**config.mk**
```make
export PLATFORM = sky130hd
export DESIGN_NAME = cpu_program_sequencer
export DESIGN_NICKNAME = d
export VERILOG_FILES = /design/src/rtl/cpu_seq_pkg.sv /design/src/rtl/cpu_program_sequencer.sv
export SDC_FILE = /design/constraint.sdc
export NUM_CORES = 1
export LEC_CHECK = 0
export CAP_MARGIN = 20
export CORE_MARGIN = 2
export CORE_UTILIZATION = 35
export CTS_BUF_LIST = sky130_fd_sc_hd__clkbuf_4 sky130_fd_sc_hd__clkbuf_8 sky130_fd_sc_hd__clkbuf_16
export DETAILED_ROUTE_END_ITERATION = 6
export HOLD_SLACK_MARGIN = 0.06
export PLACE_DENSITY = 0.72
export SKIP_LAST_GASP = 1
export SLEW_MARGIN = 10
export SYNTH_ARGS = -nofsm -noshare
export SYNTH_HDL_FRONTEND = slang
export SYNTH_SLANG_ARGS = --single-unit
```
**constraint.sdc**
```tcl
create_clock -name clk -period 3.26 [get_ports clk]
set_input_delay 0.326 -clock clk [delete_from_list [all_inputs] [get_ports clk]]
set_output_delay 0.326 -clock clk [all_outputs]
set_load 0.05 [all_outputs]
```
**src/rtl/cpu_seq_pkg.sv**
```systemverilog
// Shared types and constants for the program sequencer: FSM state encoding,
// halt opcode and instruction counter width.
package cpu_seq_pkg;

    localparam logic [2:0] HALT_OPCODE = 3'b111;
    localparam int         INSTR_CNT_W = 16;

    typedef enum logic [3:0] {
        IDLE,
        FETCH,
        WAIT_MEM,
        LOAD,
        START,
        WAIT_BUSY,
        WAIT_DONE,
        NEXT,
        HALTED
    } seq_state_t;

    function automatic logic state_is_busy(input seq_state_t s);
        return !(s == IDLE || s == HALTED);
    endfunction

endpackage

```
**src/rtl/cpu_program_sequencer.sv**
```systemverilog
// Fetches instruction words from synchronous program memory and feeds them to
// the CPU one at a time with load/start strobes, honouring the CPU wait flag.
module cpu_program_sequencer
    import cpu_seq_pkg::*;
#(
    parameter int         data_width  = 16,
    parameter int         addr_width  = 8,
    parameter logic [2:0] halt_opcode = HALT_OPCODE
) (
    input  logic                   clk,
    input  logic                   reset_n,
    input  logic                   run,
    input  logic                   step,
    output logic                   mem_rd,
    output logic [addr_width-1:0]  mem_addr,
    input  logic [data_width-1:0]  mem_rdata,
    output logic [data_width-1:0]  cpu_in,
    output logic                   cpu_load,
    output logic                   cpu_s,
    input  logic                   cpu_w,
    output logic [addr_width-1:0]  pc,
    output logic                   halted,
    output logic                   busy,
    output logic [INSTR_CNT_W-1:0] instr_count,
    output seq_state_t             dbg_state
);

    // Handshake: the CPU accepts cpu_in on the cycle cpu_load is high, begins
    // execution on the cycle cpu_s is high, and reports completion by taking
    // cpu_w low then high again. Memory data is valid the cycle after mem_rd.

    seq_state_t             state_q, state_d;
    logic [addr_width-1:0]  pc_q, pc_d;
    logic [data_width-1:0]  cpu_in_q, cpu_in_d;
    logic [INSTR_CNT_W-1:0] cnt_q, cnt_d;
    logic                   mem_rd_q, load_q, start_q, busy_q, halted_q;

    always_comb begin
        state_d  = state_q;
        pc_d     = pc_q;
        cpu_in_d = cpu_in_q;
        cnt_d    = cnt_q;
        unique case (state_q)
            IDLE:      if ((run | step) & cpu_w) state_d = FETCH;
            FETCH:     state_d = WAIT_MEM;
            WAIT_MEM: begin
                // A halt word is never forwarded to the CPU nor counted.
                if (mem_rdata[data_width-1 -: 3] == halt_opcode) begin
                    state_d = HALTED;
                end else begin
                    cpu_in_d = mem_rdata;
                    state_d  = LOAD;
                end
            end
            LOAD:      state_d = START;
            START:     state_d = WAIT_BUSY;
            WAIT_BUSY: if (!cpu_w) state_d = WAIT_DONE;
            WAIT_DONE: if (cpu_w) state_d = NEXT;
            NEXT: begin
                pc_d = pc_q + addr_width'(1);
                if (cnt_q != '1) cnt_d = cnt_q + INSTR_CNT_W'(1);
                state_d = run ? FETCH : IDLE;
            end
            HALTED:    state_d = HALTED;
            default:   state_d = IDLE;
        endcase
    end

    // Strobes are registered from the next state so they line up with the
    // state they belong to while still coming straight from flops.
    always_ff @(posedge clk or negedge reset_n) begin
        if (!reset_n) begin
            state_q  <= IDLE;
            pc_q     <= '0;
            cpu_in_q <= '0;
            cnt_q    <= '0;
            mem_rd_q <= 1'b0;
            load_q   <= 1'b0;
            start_q  <= 1'b0;
            busy_q   <= 1'b0;
            halted_q <= 1'b0;
        end else begin
            state_q  <= state_d;
            pc_q     <= pc_d;
            cpu_in_q <= cpu_in_d;
            cnt_q    <= cnt_d;
            mem_rd_q <= (state_d == FETCH);
            load_q   <= (state_d == LOAD);
            start_q  <= (state_d == START);
            busy_q   <= state_is_busy(state_d);
            halted_q <= (state_d == HALTED);
        end
    end

    assign mem_rd      = mem_rd_q;
    assign mem_addr    = pc_q;
    assign cpu_in      = cpu_in_q;
    assign cpu_load    = load_q;
    assign cpu_s       = start_q;
    assign pc          = pc_q;
    assign halted      = halted_q;
    assign busy        = busy_q;
    assign instr_count = cnt_q;
    assign dbg_state   = state_q;

endmodule
```
Word-level counts from Yosys, hierarchy flattened. Index checks and enable logic that the tools add are counted.

Register bits: 49. Input port bits: 21. Logic and storage cells: 40.

Add/sub/neg operators: 2. Eq/ne operators: 14. Multiplexer cells: 6. Bitwise operators: 3. Reduce and logical (&&, ||, !) cells: 6.

Operator list (count): case mux 4 bit (9 select lines) (1); == test 4 x 3 -> 1 bit, second input constant (5); adder 16 x 1 -> 16 bit, second input constant (1); 2-to-1 mux 4 bit (4); inequality test 16 bit, second input constant (1); == test 4 x 2 -> 1 bit, second input constant (3); adder 8 x 1 -> 8 bit, second input constant (1); == test 4 x 1 -> 1 bit, second input constant (2); == test 4 bit, second input constant (2); zero test 4 bit (2); AND reduction 2 bit (2); == test 3 bit, second input constant (1); bitwise AND 1 bit (1); zero test 1 bit (1); logical OR 1 bit (1); 2-to-1 mux 1 bit (1); inverter 1 bit (1); bitwise OR 1 bit (1).

Longest topological paths before layout. Gate-level depths: netlist (run 1).

Depth after elaboration: 7. Depth in mapped cells: 6. Gate-level depth less buffers: 5.

Worst setup path before layout (run 1). No wires, ideal clock.

Kind: flip-flop to flip-flop. Start point: register state_q[0], in the netlist dbg_state[0]. End point: register cpu_in_q[10], in the netlist cpu_in[10]. Setup time: 0.125 ns. Arrival time: 1.879 ns. Data required time: 3.135 ns. Path slack: 1.256 ns. Cell stages (with the launch flop): 6. Buffers on the path: 2. Clock period less this slack: 2.004 ns. Cell sequence: dfrtp_1 or4b_4 nor2b_2 buf_6 buf_8 mux2_2.

Cells in the longest elaborated chain, start to end: 2.

RTL lines: start: declaration (RTL line cpu_program_sequencer.sv:32) `seq_state_t state_q, state_d;`; start signal: assignment (RTL line cpu_program_sequencer.sv:83) `state_q <= state_d;`; == test 4 x 2 -> 1 bit (RTL line cpu_program_sequencer.sv:43) `unique case (state_q)`; AND reduction 2 bit (no source line); end signal: assignment (RTL line cpu_program_sequencer.sv:85) `cpu_in_q <= cpu_in_d;`; end: declaration (RTL line cpu_program_sequencer.sv:34) `logic [data_width-1:0] cpu_in_q, cpu_in_d;`.

No other way between the ends. A chain may end at the register's enable or synchronous reset.

Final worst setup path (run 1).
Start point: register state_q[2], in the netlist dbg_state[2]. End point: register cnt_q[15], in the netlist instr_count[15].

Cells in the longest elaborated chain, start to end: 2.

RTL lines: == test 4 x 3 -> 1 bit (RTL line cpu_program_sequencer.sv:43); AND reduction 2 bit (no source line); end signal: assignment (RTL line cpu_program_sequencer.sv:86) `cnt_q <= cnt_d;`; end: declaration (RTL line cpu_program_sequencer.sv:35) `logic [INSTR_CNT_W-1:0] cnt_q, cnt_d;`.

No other way between the ends.

==> flow_metrics.tcl, run 1 <==
set metrics [dict create \
    status "complete, no violations" \
    fp.dieW_um 85.1 \
    p_leak_nw 1.34 \
    post-route-period-util 0.713 \
    clk_pin_slew_ps 90 \
    power_density_nw_per_um2 949 \
    grt_pass1_wl_um 8270 \
    clock_skew_ps 6.87 \
    vdd_ir_drop_max_v 0.000618 \
    arrival_ps 2520 \
    worst_pin_slew_ps 770 \
    dpl.hpwl_um 3550 \
    postCtsSetupBuffers 0 \
    ant_nets 0 \
    end_kind "flop" \
    final_nets 291 \
    numCtsBuffers 5 \
    synth_nets 221 \
    clk_latency_ps 300 \
    slew_headroom 0.484 \
    port_buffers 77 \
    drv_cap 0 \
    clkSinkCount 49 \
    slew_viol_final 0 \
    async_reset_ff_frac 1.00 \
    yosysUniqueCellTypes 45 \
    path_max_fanout 14 \
    synth_area_leaders "dfrtp_1, mux2_2, xnor2_1, buf_4, nor2_1" \
    ys_seq_area_frac 0.533 \
    wl_per_cell_um 13.8 \
    grt_max_degree 50 \
    slowest_stage "dfrtp_1" \
    synth_cells 198 \
    hold_path.class "reg2reg" \
    pwr-share-comb 0.526 \
    switchingPower_mw 1.42 \
    syn2layout_area_growth_pct 39.2 \
    drive_gt1_frac 0.134 \
    synthMostInstantiatedCell "dfrtp_1" \
    synth_flop_cell "dfrtp_1" \
    crit_required_ps 3450 \
    rows 29 \
    synth-seq-cells 49 \
    worstSetupPathType "reg2reg" \
    syn_area_sq_um 2300 \
    clockBufferDepth 2 \
    synth_area_leader_cell "dfrtp_1" \
    vias 1739 \
    cts_tree "built" \
    crit_family "simple AND/OR/NAND/NOR gates" \
    dieArea_sq_um 7240 \
    synth_area_per_cell_sq_um 11.6 \
    cts_root_buf "clkbuf_8" \
    routabilityCongestion 0.801 \
    drt_iter0_drc 107 \
    switching_share 0.467 \
    ios 78 \
    p_int_mw 1.62 \
    synth_warnings 0 \
    grt_usage 0.141 \
    fmax_mhz 430 \
    core_sq_um 6350 \
    ctsResizeCount 0 \
    multi_input_area_sq_um 951 \
    totalPowerFinal_mw 3.04 \
    critPathMaxStageDelay_ps 600 \
    diodes 0 \
    drt_first_pass_iters 4 \
    cp.buffers_inverters 0 \
    die_h_um 85.1 \
    synth_common_cells "dfrtp_1, mux2_2, nor2_1, nand2_1" \
    start_util 0.362 \
    period_needed_ps 2330 \
    finalHoldViolCount 0 \
    htree_levels 2 \
    grt_pass1_vias 1723 \
    setup_viol 0 \
    remaining_drc_errors 0 \
    vias_per_cell 5.03 \
    grt_overflow 0 \
    tns_ps 0 \
    synth_edf_count 0 \
    clockPowerShare 0.148 \
    startpoint_type "flop" \
    seq_area_sq_um 1230 \
    synth_top_area_frac 0.533 \
    fillerInstances 568 \
    power_frac_seq 0.326 \
    wirelength_um 4790 \
    antenna_found_initial 0 \
    cp_cell_sequence "nand4b_1, nor4_2, nand4_1, mux2_2" \
    rsz0062_at_grt "false" \
]
==> state kept, by name, summed over array words and instances (netlist names) <==
register,count
busy,1
cpu_in,16
cpu_load,1
cpu_s,1
dbg_state,4
halted,1
instr_count,16
mem_addr,8
mem_rd,1
==> layer usage <==
| layer | vias to the layer above | wire [um] | track usage |
|---|---|---|---|
| met2 | 58 | 2350 | 0.233 |
| met1 | 832 | 2100 | 0.186 |
| li1 | 844 | - | - |
| met4 | 0 | 48 | 0.0390 |
| met3 | 5 | 291 | 0.0350 |
| met5 | - | 0 | 0 |
==> layout make-up <==
class | instances | area share
clock inverters | 2 | 0.0117
flip-flops and latches | 49 | 0.383
well taps | 77 | 0.0301
repair buffers | 79 | 0.249
inverters | 3 | 0.00352
clock buffers | 6 | 0.0258
multi-input cells | 130 | 0.297
==> worst reg2reg max path: cells and delay by family (launching register included) <==
kind / cells / cell delay [ps]
simple gates: 3 / 1330
flops: 1 / 600
mux: 1 / 280
==> final timing paths <==
kind                               from  slack, ps         endpoint  depth (start not counted)
max in group asynchronous       reset_n       2240       cpu_in[15]                          3
hold reg to reg              cpu_in[14]        500       cpu_in[14]                          1
setup / recovery           dbg_state[2]        930  instr_count[15]                          4
min in group asynchronous       reset_n        510      mem_addr[7]                          2
hold / removal               cpu_in[14]        500       cpu_in[14]                          1
setup reg to reg           dbg_state[2]        930  instr_count[15]                          4
==> cells by family (layout without fill, tap and decap cells) <==
kind of cell	after synthesis	in the layout	share of synthesized area
AOI/OAI and AO/OA	26	26	0.0751
xor gates and xnor gates	15	15	0.0571
adders and majority gates	2	2	0.0109
buffers and inverters	19	90	0.0533
DFF	49	49	0.533
muxes	17	17	0.0827
and+or+nand+nor	70	70	0.188
==> per-stage QoR <==
| stage | worst slack (ps) | utilization | hold slack (ps) | cell area, sq um | cells |
|---|---|---|---|---|---|
| final | 934 | 0.504 | 496 | 3200 | 346 |
| after global routing | 740 | 0.504 | 534 | 3200 | 346 |
| after CTS | 913 | 0.499 | 258 | 3170 | 344 |
| after detailed placement | 941 | 0.480 | 490 | 3050 | 336 |
| after floorplan | 1260 | - | 30.4 | 2300 | 198 |
| after global placement | 1020 | 0.480 | 477 | 3050 | 336 |
==> layout by cell type (no fill, tap or decap), types with 4 or more instances in the layout <==
master / n
nor2_1: 14
dfrtp_1: 49
xor2_1: 5
clkbuf_8: 6
nand2_1: 13
clkdlybuf4s50_1: 76
mux2_2: 16
nand3_1: 10
xnor2_1: 10
nand4_1: 6
a21oi_1: 9
nor3_1: 4
==> power by group through the flow <==
stage               combinational [mW]  clock [mW]  sequential (mW)
floorplan                        0.546           0             1.56
global placement                  1.58           0            0.997
detailed placement                1.61           0             1.00
CTS                               1.61       0.467            0.997
global route                      1.68       0.490             1.03
finish                            1.60       0.450            0.991
==> timing repair <==
action | CTS | global route
setup endpoints to repair | 0 | 0
hold buffers | 0 | 1
hold endpoints to repair | 0 | 20
No activity file was read; power rests on OpenSTA's default activity.
==> run 2, diff against run 1 <==
- PLACE_DENSITY: 0.72 -> 0.75
- clock period: 3.26 -> 1.9 ns (I/O delays scaled with it)
==> flow_metrics.tcl, run 2 (same netlist as run 1, synthesis figures left out) <==
set metrics [dict create \
    ios 78 \
    grt_overflow 0 \
    clk_pin_slew_ps 90 \
    holdWs_ps 412 \
    vias_per_cell 5.03 \
    cp.buffers_inverters 2 \
    mostFrequentLayoutCells "clkdlybuf4s50_1, dfrtp_1, nor2_1, mux2_2, nand2_1" \
    fin_area_sq_um 3300 \
    end_kind "output pin" \
    remaining_drc_errors 0 \
    regToRegEndpoint "cpu_in[3]" \
    path_max_fanout 12 \
    clkSinkCount 49 \
    dpl.hpwl_um 3880 \
    clk_latency_ps 290 \
    reg2reg_slack_ps 70 \
    core_sq_um 6350 \
    htree_levels 2 \
    grt_usage 0.150 \
    power_density_nw_per_um2 1620 \
    cts_tree "built" \
    crit_family "buffers and inverters" \
    vias 1787 \
    wl_per_cell_um 14.6 \
    setup_viol 0 \
    clock_skew_ps 5.30 \
    wirelength_um 5170 \
    vdd_ir_drop_max_v 0.000923 \
    place_area_sq_um 3160 \
    post-route-period-util 0.965 \
    final_nets 300 \
    finalHoldViolCount 0 \
    fillerInstances 544 \
    grt_pass1_wl_um 8870 \
    dieArea_sq_um 7240 \
    postCtsSetupBuffers 0 \
    fmax_mhz 545 \
    drv_cap 0 \
    cp_cell_sequence "buf_4, clkdlybuf4s50_1" \
    critPathMaxStageDelay_ps 820 \
    slowest_stage "clkdlybuf4s50_1" \
    routabilityCongestion 0.810 \
    fp.dieW_um 85.1 \
    grt_max_degree 27 \
    numCtsBuffers 5 \
    totalPowerFinal_mw 5.34 \
    syn2layout_area_growth_pct 43.4 \
    cts_root_buf "clkbuf_8" \
    r2r_cells 4 \
    slew_viol_final 0 \
    rsz0062_at_grt "false" \
    drt_first_pass_iters 4 \
    p_leak_nw 1.43 \
    ant_nets 0 \
    multi_input_area_sq_um 958 \
    drive_gt1_frac 0.194 \
    arrival_ps 1640 \
    clockBufferDepth 2 \
    period_needed_ps 1830 \
    start_util 0.362 \
    grt_pass1_vias 1823 \
    hold_path.class "in2async" \
    startpoint_type "flop" \
    die_h_um 85.1 \
    antenna_found_initial 0 \
    slew_headroom 0.635 \
    diodes 0 \
    seq_area_sq_um 1230 \
    r2r-start "dbg_state[2]" \
    port_buffers 77 \
    crit_required_ps 1710 \
    worst_pin_slew_ps 548 \
    rows 29 \
    mostFrequentLayoutCell "clkdlybuf4s50_1" \
    tns_ps 0 \
    status "complete, no violations" \
    worstSetupPathType "reg2out" \
    drt_iter0_drc 92 \
]
-- run 2: cell count changes in the layout (fill, tap and decap cells not counted), sizes merged --
cell / before / now
clkdlybuf4s50: 76 / 72
dlymetal6s2s: 0 / 2
buf: 2 / 13
-- run 2: repair_timing --
| action | 4_1_cts | 5_1_grt |
|---|---|---|
| hold endpoints to repair | 23 | 0 |
| gates resized for setup | 0 | 2 |
| setup endpoints to repair | 0 | 2 |
| hold buffers | 1 | 0 |
-- run 2: layout make-up --
| cell class | count | area share |
|---|---|---|
| inverters | 3 | 0.00342 |
| well taps | 77 | 0.0292 |
| repair buffers | 88 | 0.266 |
| multi-input cells | 130 | 0.291 |
| clock buffers | 6 | 0.0250 |
| clock inverters | 2 | 0.0114 |
| flip-flops and latches | 49 | 0.375 |
-- run 2: worst max-delay path by stage --
stage / startpoint / endpoint / slack [ps] / cells after the start
after CTS: dbg_state[3] / dbg_state[3] / 40 / 2
after floorplan: dbg_state[2] / cpu_in[10] / -20 / 5
final: dbg_state[0] / dbg_state[0] / 70 / 2
after global routing: dbg_state[0] / dbg_state[0] / 2 / 2
after detailed placement: dbg_state[2] / cpu_in[3] / 80 / 4
after global placement: mem_rdata[15] / busy / 90 / 5
-- run 2: routing by layer --
layer  vias up  global-route usage  wire length (um)  share of wire
li1        853                   -                 -              -
met2        57               0.264              2650           0.51
met4         0              0.0361                42         0.0081
met3         4              0.0409               293          0.057
met5         -                   0                 0              0
met1       873               0.182              2180           0.42
-- run 2: where the power goes --
part / switching (mW) / leakage (nW) / internal, mW
sequential: 0.250 / 0.616 / 1.37
clock: 0.344 / 0.0574 / 0.428
combinational: 1.87 / 0.752 / 1.08
-- run 2: metrics by stage --
stage,util,setup WS [ps],instances
4_1_cts,0.518,35.1,355
5_1_grt,0.519,2.28,355
3_5_place_dp,0.498,79.4,346
6_report,0.519,66.5,355
2_1_floorplan,-,-22.4,198
3_3_place_gp,0.498,86.6,346
